## src/rtl/rr_arbiter_4_pkg.sv

```systemverilog
// Shared definitions for the round-robin arbiter family: client count, index
// width, FSM state type and the rotate/find-first/unrotate priority search.
package rr_arbiter_4_pkg;

    localparam int NUM_CLIENTS = 4;
    localparam int IDX_W       = 2;

    typedef enum logic [0:0] {
        IDLE  = 1'b0,
        OWNED = 1'b1
    } arb_state_t;

    typedef struct packed {
        logic             found;
        logic [IDX_W-1:0] idx;
    } pick_t;

    // Search order starts one past 'last' and wraps, so 'last' itself is tried last.
    function automatic pick_t rr_pick(input logic [NUM_CLIENTS-1:0] req,
                                      input logic [IDX_W-1:0]       last);
        logic [NUM_CLIENTS-1:0] rot;
        pick_t                  res;
        res = '0;
        rot = '0;
        for (int k = 0; k < NUM_CLIENTS; k++) begin
            rot[k] = req[last + IDX_W'(k + 1)];
        end
        for (int k = NUM_CLIENTS - 1; k >= 0; k--) begin
            if (rot[k]) begin
                res.found = 1'b1;
                res.idx   = last + IDX_W'(k + 1);
            end
        end
        return res;
    endfunction

endpackage

```

## src/rtl/rr_arbiter_4_decoder.sv

```systemverilog
// 2-to-4 one-hot decoder with enable; output is all zero when disabled.
module decoder_2x4 (
    input  logic [1:0] idx,
    input  logic       en,
    output logic [3:0] y
);

    genvar gi;
    generate
        for (gi = 0; gi < 4; gi++) begin : g_dec
            assign y[gi] = en && (idx == 2'(gi));
        end
    endgenerate

endmodule

```

## src/rtl/rr_arbiter_4.sv

```systemverilog
// Four-client round-robin arbiter with grant hold and bounded tenure.
// All outputs are registered; the one-hot grant comes from decoder_2x4.
module rr_arbiter_4
    import rr_arbiter_4_pkg::*;
#(
    parameter int MAX_HOLD = 8
) (
    input  logic                   clk,
    input  logic                   rst,
    input  logic [NUM_CLIENTS-1:0] req,
    output logic [NUM_CLIENTS-1:0] gnt,
    output logic [IDX_W-1:0]       gnt_idx,
    output logic                   gnt_valid,
    output logic                   preempt
);

    localparam int              HOLD_W    = (MAX_HOLD > 1) ? $clog2(MAX_HOLD) : 1;
    localparam logic [HOLD_W-1:0] HOLD_LAST = HOLD_W'(MAX_HOLD - 1);

    arb_state_t             state_reg, state_next;
    logic [IDX_W-1:0]       idx_reg, idx_next;
    logic [IDX_W-1:0]       last_reg, last_next;
    logic [HOLD_W-1:0]      hold_reg, hold_next;
    logic                   preempt_reg, preempt_next;
    logic [NUM_CLIENTS-1:0] gnt_reg, gnt_next;
    logic                   valid_reg;

    logic [NUM_CLIENTS-1:0] req_clean;
    logic [NUM_CLIENTS-1:0] req_others;
    logic                   owner_req;
    pick_t                  pick_all, pick_others;

    // Only a definite 1 counts as a request, so X/Z never reaches the grant.
    genvar gi;
    generate
        for (gi = 0; gi < NUM_CLIENTS; gi++) begin : g_req_clean
            assign req_clean[gi] = (req[gi] === 1'b1);
        end
    endgenerate

    assign owner_req   = |(req_clean & gnt_reg);
    assign req_others  = req_clean & ~gnt_reg;
    assign pick_all    = rr_pick(req_clean, last_reg);
    assign pick_others = rr_pick(req_others, last_reg);

    always_comb begin
        state_next   = state_reg;
        idx_next     = idx_reg;
        last_next    = last_reg;
        hold_next    = hold_reg;
        preempt_next = 1'b0;
        case (state_reg)
            IDLE: begin
                if (pick_all.found) begin
                    state_next = OWNED;
                    idx_next   = pick_all.idx;
                    last_next  = pick_all.idx;
                    hold_next  = '0;
                end
            end
            OWNED: begin
                if (!owner_req) begin
                    // Release wins over a coincident timeout, hence no preempt here.
                    hold_next = '0;
                    if (pick_others.found) begin
                        idx_next  = pick_others.idx;
                        last_next = pick_others.idx;
                    end else begin
                        state_next = IDLE;
                    end
                end else if ((hold_reg == HOLD_LAST) && pick_others.found) begin
                    idx_next     = pick_others.idx;
                    last_next    = pick_others.idx;
                    hold_next    = '0;
                    preempt_next = 1'b1;
                end else if (hold_reg != HOLD_LAST) begin
                    hold_next = hold_reg + 1'b1;
                end
            end
            default: begin
                state_next = IDLE;
                hold_next  = '0;
            end
        endcase
    end

    decoder_2x4 u_dec (
        .idx (idx_next),
        .en  (state_next == OWNED),
        .y   (gnt_next)
    );

    always_ff @(posedge clk or posedge rst) begin
        if (rst) begin
            state_reg   <= IDLE;
            idx_reg     <= '0;
            last_reg    <= IDX_W'(NUM_CLIENTS - 1);
            hold_reg    <= '0;
            preempt_reg <= 1'b0;
            gnt_reg     <= '0;
            valid_reg   <= 1'b0;
        end else begin
            state_reg   <= state_next;
            idx_reg     <= idx_next;
            last_reg    <= last_next;
            hold_reg    <= hold_next;
            preempt_reg <= preempt_next;
            gnt_reg     <= gnt_next;
            valid_reg   <= (state_next == OWNED);
        end
    end

    assign gnt       = gnt_reg;
    assign gnt_idx   = idx_reg;
    assign gnt_valid = valid_reg;
    assign preempt   = preempt_reg;

endmodule

```

## config.mk

```make
export PLATFORM = sky130hd
export DESIGN_NAME = rr_arbiter_4
export DESIGN_NICKNAME = d
export VERILOG_FILES = /design/src/rtl/rr_arbiter_4_pkg.sv /design/src/rtl/rr_arbiter_4_decoder.sv /design/src/rtl/rr_arbiter_4.sv
export SDC_FILE = /design/constraint.sdc
export NUM_CORES = 1
export LEC_CHECK = 0
export ABC_AREA = 1
export BUFFER_PORTS_ARGS = -buffer_cell sky130_fd_sc_hd__buf_2
export CAP_MARGIN = 15
export CORE_UTILIZATION = 56
export DETAILED_ROUTE_END_ITERATION = 7
export GPL_ROUTABILITY_DRIVEN = 0
export PLACE_DENSITY = 0.78
export SYNTH_ARGS = -nofsm -noshare
export SYNTH_HDL_FRONTEND = slang
export SYNTH_HIERARCHICAL = 1
export SYNTH_SLANG_ARGS = --single-unit
```

## constraint.sdc

```tcl
create_clock -name clk -period 2.16 [get_ports clk]
set_input_delay 0.216 -clock clk [delete_from_list [all_inputs] [get_ports clk]]
set_output_delay 0.216 -clock clk [all_outputs]
set_load 0.05 [all_outputs]
```

# Word-level counts from Yosys, hierarchy flattened
# Cells that the tools add are included.
dict set report word_totals {
  regBits 13
  inputBits 6
  out_inout_bits 8
  elab_cells 86
}
dict set report op_classes {
  add_sub_neg 4
  magnitude_cmp 4
  n_eq_ne 13
  mux 46
  n_bitwise 4
  reduce_logical 9
}
# op count
set op_table {}
lappend op_table {{$mux W3} 12}
lappend op_table {{$bmux W1 S2} 8}
lappend op_table {{$mux W2} 8}
lappend op_table {{$mux W1} 14}
lappend op_table {{$lt A2 B3 Y1 const B} 4}
lappend op_table {{$and A4 B4 Y4} 2}
lappend op_table {{$pmux W2 S2} 2}
lappend op_table {{$pmux W3 S2} 1}
lappend op_table {{$logic_and A1 B1 Y1} 5}
lappend op_table {{$add A2 B2 Y2 const B} 2}
lappend op_table {{$eq A2 B2 Y1 const B} 2}
lappend op_table {{$eqx A1 B1 Y1 const B} 4}
lappend op_table {{$ne A4 B2 Y1 const B} 1}
lappend op_table {{$not A4 Y4} 1}
lappend op_table {{$reduce_or A4 Y1} 1}
lappend op_table {{$add A3 B1 Y3 const B} 1}
lappend op_table {{$eq A3 B3 Y1 const B} 1}
lappend op_table {{$ne A3 B1 Y1 const B} 1}
lappend op_table {{$ne A3 B2 Y1 const B} 1}
lappend op_table {{$ne A3 B3 Y1 const B} 1}
lappend op_table {{$reduce_and A3 Y1} 1}
lappend op_table {{$add A2 B1 Y2 const B} 1}
lappend op_table {{$eq A2 B1 Y1 const B} 1}
lappend op_table {{$logic_not A2 Y1} 1}
lappend op_table {{4 further kinds} 4}

# Depth between registers and ports, before layout
# Gate-level depths: netlist of the first run.
dict set report logic_depth {
  depth_word 14
  mapped_depth 15
  mapped_depth_nobuf 14
}

# Cells and area by module
# The synthesis of the first run kept the hierarchy.
# mod instances cells_per_inst area_each_um2 seq_area_each_um2
set by_module_without_submodules {}
lappend by_module_without_submodules {rr_arbiter_4 1 150 998.5 327.8}
lappend by_module_without_submodules {decoder_2x4 1 8 30.0 0.0}

# Least setup slack after synthesis of the first run
# Ideal clock, no wire load.
dict set report synth_timing {
  path_kind {register to register}
  from {register gnt_reg[2] (netlist: gnt[2])}
  to {register gnt_reg[0] (netlist: gnt[0])}
  arrival_ns 1.712
  required_ns 2.039
  slack_ns 0.327
  path_stages_with_launch 14
  synth_period_minus_slack_ns 1.833
  path_cell_list {dfrtp_1 -> inv_1 -> nand3_1 -> nand2_1 -> nor2_8 -> nand2_2 -> nand2_2 -> nand2_2 -> nand2_4 -> nand2_1 -> nand3_1 -> inv_1 -> nand2_1 -> nor2_1}
}
dict set report synth_between {
  elab_chain_len 14
}
# element line_no
set synth_lines {}
lappend synth_lines {{from (decl)} rr_arbiter_4.sv:25} ;# logic [NUM_CLIENTS-1:0] gnt_reg, gnt_next;
lappend synth_lines {{from (signal assigned)} rr_arbiter_4.sv:108} ;# gnt_reg <= gnt_next;
lappend synth_lines {{$not A4 Y4} rr_arbiter_4.sv:42} ;# assign req_others = req_clean & ~gnt_reg;
lappend synth_lines {{$and A4 B4 Y4} rr_arbiter_4.sv:42}
lappend synth_lines {{$bmux W1 S2} rr_arbiter_4_pkg.sv:26} ;# rot[k] = req[last + IDX_W'(k + 1)];
lappend synth_lines {{$mux W1 (not written as such)} rr_arbiter_4_pkg.sv:26}
lappend synth_lines {{$mux W3 (4 in a row)} rr_arbiter_4_pkg.sv:29} ;# if (rot[k]) begin
lappend synth_lines {{$logic_and A1 B1 Y1} rr_arbiter_4.sv:71} ;# end else if ((hold_reg == HOLD_LAST) && pick_others.found) begin
lappend synth_lines {{$mux W2} rr_arbiter_4.sv:71}
lappend synth_lines {{$mux W2 *} rr_arbiter_4.sv:62} ;# if (!owner_req) begin
lappend synth_lines {{$pmux W2 S2 *} rr_arbiter_4.sv:52} ;# case (state_reg)
lappend synth_lines {{named net idx_next[0]} rr_arbiter_4.sv:21} ;# logic [IDX_W-1:0] idx_reg, idx_next;
lappend synth_lines {{$logic_not A2 Y1 *} rr_arbiter_4_decoder.sv:11} ;# assign y[gi] = en && (idx == 2'(gi));
lappend synth_lines {{$logic_and A1 B1 Y1 *} rr_arbiter_4_decoder.sv:11}
lappend synth_lines {{named net gnt_next[0]} rr_arbiter_4.sv:25}
# Mark *: on every way through the listed nets, which the timed path passes. The rest lies on a longest branch. The select of a mux whose other input is x is not followed.
# A chain may end at the register's enable or synchronous reset.

# Worst setup path after layout of the first run
dict set report layout_timing {
  from {register last_reg[0]}
  to {register gnt_reg[2] (netlist: gnt[2])}
}
dict set report layout_between {
  elab_chain_len 12
}
# element line_no
set layout_lines {}
lappend layout_lines {{from (decl)} rr_arbiter_4.sv:22} ;# logic [IDX_W-1:0] last_reg, last_next;
lappend layout_lines {{from (signal assigned)} rr_arbiter_4.sv:97} ;# last_reg <= IDX_W'(NUM_CLIENTS - 1);
lappend layout_lines {{from (signal assigned)} rr_arbiter_4.sv:105} ;# last_reg <= last_next;
lappend layout_lines {{$add A2 B2 Y2 / $bmux W1 S2 (equally long branches)} {rr_arbiter_4_pkg.sv:26, rr_arbiter_4_pkg.sv:31}}
lappend layout_lines {{$bmux W1 S2 / $mux W1 (equally long branches)} rr_arbiter_4_pkg.sv:26}
lappend layout_lines {{$mux W1 (not written as such) / $mux W3 (equally long branches)} {rr_arbiter_4_pkg.sv:26, rr_arbiter_4_pkg.sv:29}}
lappend layout_lines {{$mux W3 (3 in a row)} rr_arbiter_4_pkg.sv:29}
lappend layout_lines {{$logic_and A1 B1 Y1} rr_arbiter_4.sv:71}
lappend layout_lines {{$mux W2} rr_arbiter_4.sv:71}
lappend layout_lines {{$mux W2} rr_arbiter_4.sv:62}
lappend layout_lines {{$pmux W2 S2 *} rr_arbiter_4.sv:52}
lappend layout_lines {{named net idx_next[0]} rr_arbiter_4.sv:21}
lappend layout_lines {{$eq A2 B2 Y1 *} rr_arbiter_4_decoder.sv:11}
lappend layout_lines {{$logic_and A1 B1 Y1 *} rr_arbiter_4_decoder.sv:11}
lappend layout_lines {{named net gnt_next[2]} rr_arbiter_4.sv:25}
# Marks and branches as above.

==> metrics.yaml, run 1 <==
routing:
  wl_mm: 2.19
  ant_nets: 0
  wl_per_cell_um: 10.8
  drt-vias-per-instance: 5.09
  firstDrtPassIters: 4
  drtIter0Drc: 34
  drc: 0
  vias: 1033
worst_setup_path:
  crit_path_max_fanout: 13
  path_cells: "inv_2 > nand3_1 > nand2_1 > nor2_8 > nand2_2 > nand2_2 > nand2_2 > nand2_4 > nand2_1 > nand3_1 > inv_1 > nand2_1 > nor2_1"
  worst_setup_path_start_kind: "flip-flop"
  crit_type: "flip-flop to flip-flop"
  critical_path.endpoint_type: "flip-flop"
  max_stage_delay_ps: 630
  critical_path_buf_inv_count: 2
  slowest_stage: "dfstp_2"
  worstPathArrival_ps: 2110
  crit_family: "simple AND/OR/NAND/NOR gates"
  required_ps: 2320
final_layout:
  largest_reg_flops: 4
  fin_cells: 203
  nNetsFinal: 187
  area_growth_pct: 14.0
  diodes: 0
  drive_above_1_share: 0.208
timing:
  rsz0062_at_grt: "no"
  worstMarginPinSlew_ps: 463
  fin_crit_ps: 1950
  slew_headroom: 0.691
  fmax_mhz: 512
  drv_slew: 0
  setup_violations: 0
  clock_skew_ps: 1.98
  period_share: 0.904
  finalSetupTns_ps: 0
  hold_viol_final: 0
die:
  placementRows: 15
  die_h_um: 44.9
  io_pins: 14
  dieArea_um2: 2010
  start_util: 0.596
  core-area_um2: 1730
  die_w_um: 44.9
global_routing:
  antenna_found_initial: 0
  grt-busiest-layer: "met2"
  use_met1: 0.345
  grt_max_degree: 14
  use_met2: 0.412
  grt_pass1_vias: 878
  use_met3: 0.0240
  grt_pass1_wl_mm: 3.63
  grt.overflow.total: 0
  grt.total_usage: 0.248
pwr:
  vdd_ir_drop_max_mv: 1.11
  p_leak_nw: 0.689
  powerDensity_nw_per_um2: 1750
  swShare: 0.568
  clockPowerShare: 0.069
  internal_power_mw: 0.884
  combPwrFrac: 0.708
  p_switching_mw: 1.16
  pwr-share-seq: 0.223
synthesis:
  synth_area_leaders: "dfrtp_1 27%, nand2_1 26%, nand3_1 10%"
  synth.largest_area_cell: "dfrtp_1"
  yosys_warnings: 6
  ys_seq_area_frac: 0.319
  synth_top_area_share: 0.268
  syn_nets: 166
  synth_area_um2: 1030
  avgSynthCellArea_um2: 6.51
  syn_inst: 158
  ys_ff_latch: 13
  synth_cell_types: 22
clock_network:
  cts-root-buf: "clkbuf_4"
  cts_tree: "done"
  ctsHtreeMaxLevel: 1
  clock_path_buffers: 2
  clkLatencyLatePin_ps: 260
  cts.sink_count: 13
  cts_made_buffers: 3
  cts_resized: 0
  clkTransAtPathRegs_ps: 70
run:
  max_cap_violations: 0
run_status:
  status: "finished clean"
placement:
  dp_hpwl_mm: 1.73
  port_buffers: 13
  dp.cells: 194
worst_hold_path:
  hold_path.class: "input pin to flip-flop"
==> worst min-delay path, cell delays in order <==
cell,delay [ps]
buf_2,120
nand3_2,100
nand2_4,100
nor2_8,40
nand3_4,100
==> power groups by stage <==
stage	clock (mW)	sequential [mW]	combinational [mW]
floorplan	0	0.603	1.00
global placement	0	0.463	1.35
detailed placement	0	0.467	1.38
finish	0.141	0.456	1.45
CTS	0.143	0.463	1.39
global route	0.153	0.470	1.63
==> synthesized netlist by cell type <==
cell type and count:
nand2_1 70, nand3_1 21, inv_1 18, dfrtp_1 11, nor2_1 9, nand2_2 4
o21ai_1 4, dfstp_2 2, ha_1 2, inv_2 2, nand2_4 2, nand3_2 2
nand4_1 2, a21oi_1 1, buf_4 1, buf_6 1, clkinv_1 1, nand3_4 1
nor2_2 1, nor2_4 1, nor2_8 1, o21ai_4 1
==> metrics by stage <==
stage / power [mW] / hold slack (ps) / setup slack (ps) / util / cell area [um^2]
after floorplan: 1.60 / 91.5 / 327 / - / 1030
after global routing: 2.25 / 482 / 23.1 / 0.679 / 1170
after detailed placement: 1.85 / 247 / 150 / 0.641 / 1110
final: 2.05 / 458 / 207 / 0.679 / 1170
after CTS: 1.99 / 454 / 141 / 0.662 / 1140
after global placement: 1.81 / 239 / 221 / 0.641 / 1110
==> area by class of cell <==
type	instances	area, um^2
multi-input cells	122	603
fillers	158	554
flip-flops and latches	13	328
repair buffers	18	105
inverters	21	78.8
well taps	25	31.3
clock buffers	4	26.3
==> cell families after synthesis <==
logic type | Yosys count | synth area share
and+or+nand+nor | 114 | 0.522
adders and majority gates | 2 | 0.0243
buffers and inverters | 23 | 0.0949
AOI/OAI and AO/OA | 6 | 0.0401
DFF | 13 | 0.319
==> what timing repair did <==
item | CTS | global route
buffers inserted | 0 | 4
endpoints found under the hold margin | 11 | 0
endpoints found under the setup margin | 0 | 4
hold buffers | 1 | 0
==> worst paths after layout <==
| path | slack, ps | cells after the start | to | start |
|---|---|---|---|---|
| setup reg to reg | 210 | 13 | gnt[2]$_DFF_PP0_ | last_reg[0]$_DFFE_PP1P_ |
| min in group asynchronous | 510 | 3 | gnt[3]$_DFF_PP0_ | rst |
| max in group asynchronous | 1300 | 3 | last_reg[1]$_DFFE_PP1P_ | rst |
| setup / recovery | 210 | 13 | gnt[2]$_DFF_PP0_ | last_reg[0]$_DFFE_PP1P_ |
| hold reg to reg | 500 | 2 | hold_reg[2]$_DFFE_PP0P_ | hold_reg[2]$_DFFE_PP0P_ |
| hold / removal | 460 | 5 | gnt_valid$_DFF_PP0_ | req[0] |
==> per-layer routing <==
layer / up-vias / part of all wire
li1: 537 / -
met1: 469 / 0.46
met2: 25 / 0.49
met3: 2 / 0.040
met4: 0 / 0.0069
met5: - / 0
==> placed cells by master, fill, tap and decap left out <==
master         instances
nand4_1                2
clkbuf_1               1
nand3_2                2
o21ai_4                1
o21ai_1                4
dlygate4sd3_1          1
nand3_1               21
buf_4                  4
clkbuf_4               3
nor2_2                 1
ha_1                   2
a21oi_1                1
nand2_4                2
clkinv_1               1
nor2_8                 1
buf_2                 13
dfstp_2                2
dfrtp_1               11
nor2_4                 1
nand3_4                1
inv_2                  2
nor2_1                 9
nand2_2                4
nand2_1               70
inv_1                 18
No activity file was read; power rests on OpenSTA's default activity.
==> run 2, diff against run 1 <==
--- a/config.mk
+++ b/config.mk
@@ -8,10 +8,11 @@
 export ABC_AREA = 1
 export BUFFER_PORTS_ARGS = -buffer_cell sky130_fd_sc_hd__buf_2
 export CAP_MARGIN = 15
-export CORE_UTILIZATION = 56
+export CORE_UTILIZATION = 59
+export CTS_BUF_LIST = sky130_fd_sc_hd__clkbuf_8
 export DETAILED_ROUTE_END_ITERATION = 7
 export GPL_ROUTABILITY_DRIVEN = 0
-export PLACE_DENSITY = 0.78
+export PLACE_DENSITY = 0.82
 export SYNTH_ARGS = -nofsm -noshare
 export SYNTH_HDL_FRONTEND = slang
 export SYNTH_HIERARCHICAL = 1
==> run 2 against run 1 <==
  * Cell count down 5.4%
  * Die area is 4.9% lower
  * Largest cell class unchanged
  * Cell area shrank 0.64%
  * Critical path type unchanged
  * Largest power group unchanged
  * Core utilization up 6.8 points
  * Wire length increased by 9.2%
  * The flow now finishes with violations (design-rule violations)
  * Via count is 0.19% lower
==> metrics.yaml, run 2 (synthesis results as in run 1) <==
worst_setup_path:
  crit_path_max_fanout: 13
  critical_path_buf_inv_count: 2
  critical_path.endpoint_type: "flip-flop"
  worstPathArrival_ps: 1990
  worst_setup_path_start_kind: "flip-flop"
  crit_type: "flip-flop to flip-flop"
  path_cells: "inv_2 > nand3_1 > nand2_1 > nor2_8 > nand2_2 > nand2_2 > nand2_2 > nand2_4 > nand2_1 > nand3_1 > inv_1 > nand2_1 > nor2_1"
  crit_family: "simple AND/OR/NAND/NOR gates"
  slowest_stage: "dfstp_2"
  max_stage_delay_ps: 550
  required_ps: 2290
placement:
  port_buffers: 13
  place_area_um2: 1090
  dp.cells: 185
  dp_hpwl_mm: 1.84
timing:
  clock_skew_ps: 3.29
  worstMarginPinSlew_ps: 477
  slew_headroom: 0.682
  hold_ws_ps: 479
  period_share: 0.862
  drv_slew: 0
  hold_viol_final: 0
  setup_violations: 0
  finalSetupTns_ps: 0
  rsz0062_at_grt: "no"
  fin_crit_ps: 1860
  fmax_mhz: 537
final_layout:
  nNetsFinal: 185
  area_growth_pct: 13.3
  n_fill_cell: 135
  final_cell_mix: "70 x nand2_1, 21 x nand3_1, 19 x inv_1"
  diodes: 0
  finish.instance_area_um2: 1160
  final_common_cell: "nand2_1"
  largest_reg_flops: 4
  fin_cells: 192
  drive_above_1_share: 0.199
pwr:
  powerDensity_nw_per_um2: 1810
  vdd_ir_drop_max_mv: 1.27
  finalPower_mw: 2.11
  p_leak_nw: 0.691
worst_hold_path:
  hold_path.class: "input pin to flip-flop"
die:
  die_h_um: 43.8
  io_pins: 14
  placementRows: 14
  die_w_um: 43.8
  core-area_um2: 1560
  dieArea_um2: 1910
  start_util: 0.660
routing:
  vias: 1031
  drc: 1
  ant_nets: 0
  drt-vias-per-instance: 5.37
  wl_per_cell_um: 12.4
  drtIter0Drc: 37
  wl_mm: 2.39
  firstDrtPassIters: 6
clock_network:
  clock_path_buffers: 2
  cts_made_buffers: 3
  ctsHtreeMaxLevel: 1
  clkLatencyLatePin_ps: 240
  cts-root-buf: "clkbuf_8"
  cts.sink_count: 13
  cts_tree: "done"
  clkTransAtPathRegs_ps: 50
global_routing:
  antenna_found_initial: 0
  grt_pass1_wl_mm: 4.12
  grt.total_usage: 0.297
  grt_max_degree: 14
  grt_pass1_vias: 976
  grt.overflow.total: 0
run_status:
  status: "finished, violations left"
  violations: "design-rule violations"
run:
  max_cap_violations: 0
## run 2: cell type report
cell class | count | area, um^2 | share of cell area
multi-input cells | 122 | 603 | 0.518
flip-flops and latches | 13 | 328 | 0.281
repair buffers | 16 | 90.1 | 0.0773
inverters | 21 | 78.8 | 0.0677
clock buffers | 3 | 41.3 | 0.0354
well taps | 16 | 20.0 | 0.0172
clock inverters | 1 | 3.75 | 0.00322
## run 2: repair_timing
action,CTS,global route
setup buffers,0,2
gates resized for setup,0,0
setup endpoints to repair,0,4
hold buffers,1,0
hold endpoints to repair,11,0
## run 2: worst paths after layout
check	startpoint	to	slack (ps)	cells after the start
setup / recovery	last_reg[0]$_DFFE_PP1P_	gnt[0]$_DFF_PP0_	300	13
hold / removal	req[0]	gnt_valid$_DFF_PP0_	480	5
setup reg to reg	last_reg[0]$_DFFE_PP1P_	gnt[0]$_DFF_PP0_	300	13
hold reg to reg	hold_reg[2]$_DFFE_PP0P_	hold_reg[2]$_DFFE_PP0P_	500	2
max in group asynchronous	rst	last_reg[1]$_DFFE_PP1P_	1260	3
min in group asynchronous	rst	gnt_idx[0]$_DFF_PP0_	550	3
## run 2: power breakdown
part	internal, mW	switching, mW	total, mW
Clock	0.125	0.0847	0.210
Combinational	0.434	1.02	1.45
Sequential	0.361	0.0836	0.444
## run 2: routing by layer
layer  part of all wire  track usage
met5                  0            0
met4              0.017        0.131
met3              0.043       0.0458
met2               0.49        0.493
met1               0.44        0.382
## run 2: stage by stage
step | util | setup slack [ps]
floorplan | - | 327
global placement | 0.702 | 222
detailed placement | 0.702 | 150
CTS | 0.738 | 144
global route | 0.747 | 123
finish | 0.747 | 298
## run 2: tightest hold or removal path, cell delays in order
cell     delay [ps]
buf_2           120
nand3_2          90
nand2_4         100
nor2_8           40
nand3_4         100
==> run 3, diff against run 2 <==
==> constraint.sdc (replaced) <==
create_clock -name clk -period 2.16 [get_ports clk]
set_input_delay 0.432 -clock clk [delete_from_list [all_inputs] [get_ports clk]]
set_output_delay 0.432 -clock clk [all_outputs]
set_load 0.05 [all_outputs]
==> run 3 against run 2 <==
  * The flow still finishes with violations (design-rule violations)
  * Sequential power barely moved
  * Combinational power is essentially flat
  * Wire length down 1.5%
  * Die area stayed put
  * Non-clock buffer count fell by 1
  * Sequential share of layout area rose by 0.24 points
  * Setup slack improved by 7.5 ps
  * Global-route usage down 0.18 points
  * Largest cell class unchanged
  * Maximum frequency grew 0.40%
==> metrics.yaml, run 3 (synthesis results as in run 1) <==
worst_setup_path:
  r2r-start: "last_reg[0]$_DFFE_PP1P_"
  crit_path_max_fanout: 13
  rrSetupSlack_ps: 310
  rr_endpoint: "gnt[0]$_DFF_PP0_"
  r2r_cells: 13
  worstPathArrival_ps: 1990
  worst_setup_path_start_kind: "flip-flop"
  required_ps: 2290
  crit_type: "flip-flop to flip-flop"
  critical_path.endpoint_type: "flip-flop"
final_layout:
  drive_above_1_share: 0.200
  n_fill_cell: 136
  largest_reg_flops: 4
  final_common_cell: "nand2_1"
  final_cell_mix: "70 x nand2_1, 21 x nand3_1, 19 x inv_1"
  fin_util: 0.741
  multi_input_area_um2: 603
  nNetsFinal: 184
  finish.instance_area_um2: 1150
  area_growth_pct: 12.3
  diodes: 0
  fin_cells: 191
  seqCellArea_um2: 328
routing:
  wl_met1_mm: 1.06
  top_layer_used: "met4"
  drc: 1
  wl_per_cell_um: 12.3
  vias: 1031
  wl_mm: 2.36
  firstDrtPassIters: 6
  wl_met3_um: 99
  wl_met2_mm: 1.15
  drtIter0Drc: 37
  drt-vias-per-instance: 5.40
  ant_nets: 0
placement:
  place_area_um2: 1090
  place_ws_ps: 150
  dp.cells: 185
  port_buffers: 13
  dp_hpwl_mm: 1.84
clock_network:
  ctsHtreeMaxLevel: 1
  cts_resized: 0
  cts_tree: "done"
  cts-root-buf: "clkbuf_8"
  cts.sink_count: 13
  clkTransAtPathRegs_ps: 50
  clock_path_buffers: 2
  cts_made_buffers: 3
  clkLatencyLatePin_ps: 240
pwr:
  p_switching_mw: 1.18
  clockPowerShare: 0.100
  vdd_ir_drop_max_mv: 1.27
  p_leak_nw: 0.687
  swShare: 0.563
  combPwrFrac: 0.689
  finalPower_mw: 2.10
  pwr-share-seq: 0.212
  powerDensity_nw_per_um2: 1820
  internal_power_mw: 0.918
run_status:
  status: "finished, violations left"
  violations: "design-rule violations"
timing:
  clock_skew_ps: 3.33
  rsz0062_at_grt: "no"
  fmax_mhz: 539
  period_share: 0.858
  worstMarginPinSlew_ps: 476
  layout_setup_ws_ps: 306
  drv_slew: 0
  hold_viol_final: 0
  setup_violations: 0
  slew_headroom: 0.682
  hold_ws_ps: 195
  finalSetupTns_ps: 0
  fin_crit_ps: 1850
die:
  die_w_um: 43.8
  core-area_um2: 1560
  die_h_um: 43.8
  placementRows: 14
  start_util: 0.660
  dieArea_um2: 1910
  io_pins: 14
run:
  max_cap_violations: 0
worst_hold_path:
  hold_path.class: "input pin to async pin"
global_routing:
  grt.overflow.total: 0
  antenna_found_initial: 0
  grt.total_usage: 0.295
  grt_max_degree: 14
  grt_pass1_vias: 970
  grt_pass1_wl_mm: 4.10
-- run 3: cell type report --
type / instances / area share
clock buffer: 3 / 0.0358
clock inverter: 1 / 0.00325
inverter: 21 / 0.0683
tap: 16 / 0.0173
multi-input combinational: 122 / 0.522
timing repair buffer: 15 / 0.0693
sequential: 13 / 0.284
-- run 3: metal layers --
metal | up-vias | global-route usage
met5 | - | 0
li1 | 529 | -
met3 | 6 | 0.0458
met4 | 0 | 0.131
met2 | 31 | 0.487
met1 | 465 | 0.382
-- run 3: power groups by stage --
stage / Clock, mW / Sequential, mW / Combinational [mW]
detailed placement: 0 / 0.467 / 1.38
global placement: 0 / 0.458 / 1.35
finish: 0.209 / 0.446 / 1.45
global route: 0.219 / 0.457 / 1.62
floorplan: 0 / 0.603 / 1.00
CTS: 0.212 / 0.464 / 1.39
-- run 3: how the worst max path moves through the flow --
stage | slack [ps] | start | cells past startpoint | to
after floorplan | 330 | gnt[2]$_DFF_PP0_ | 13 | gnt[0]$_DFF_PP0_
after global placement | 220 | last_reg[0]$_DFFE_PP1P_ | 13 | gnt[0]$_DFF_PP0_
after detailed placement | 150 | last_reg[0]$_DFFE_PP1P_ | 13 | gnt[0]$_DFF_PP0_
after CTS | 140 | last_reg[0]$_DFFE_PP1P_ | 13 | gnt[0]$_DFF_PP0_
after global routing | 120 | last_reg[0]$_DFFE_PP1P_ | 13 | gnt[0]$_DFF_PP0_
final | 310 | last_reg[0]$_DFFE_PP1P_ | 13 | gnt[0]$_DFF_PP0_
-- run 3: worst max-delay path: stages, from the launching register on --
cell and delay, ps:
dfstp_2 550, inv_2 100, nand3_1 80, nand2_1 130, nor2_4 200, nand2_2 100, nand2_2 70, nand2_2 60
nand2_4 90, nand2_1 60, nand3_1 120, inv_1 60, nand2_1 70, nor2_1 50
-- run 3: timing repair --
| action | 4_1_cts | 5_1_grt |
|---|---|---|
| endpoints found under the setup margin | 0 | 4 |
| hold buffers | 0 | 0 |
| setup buffers | 0 | 2 |
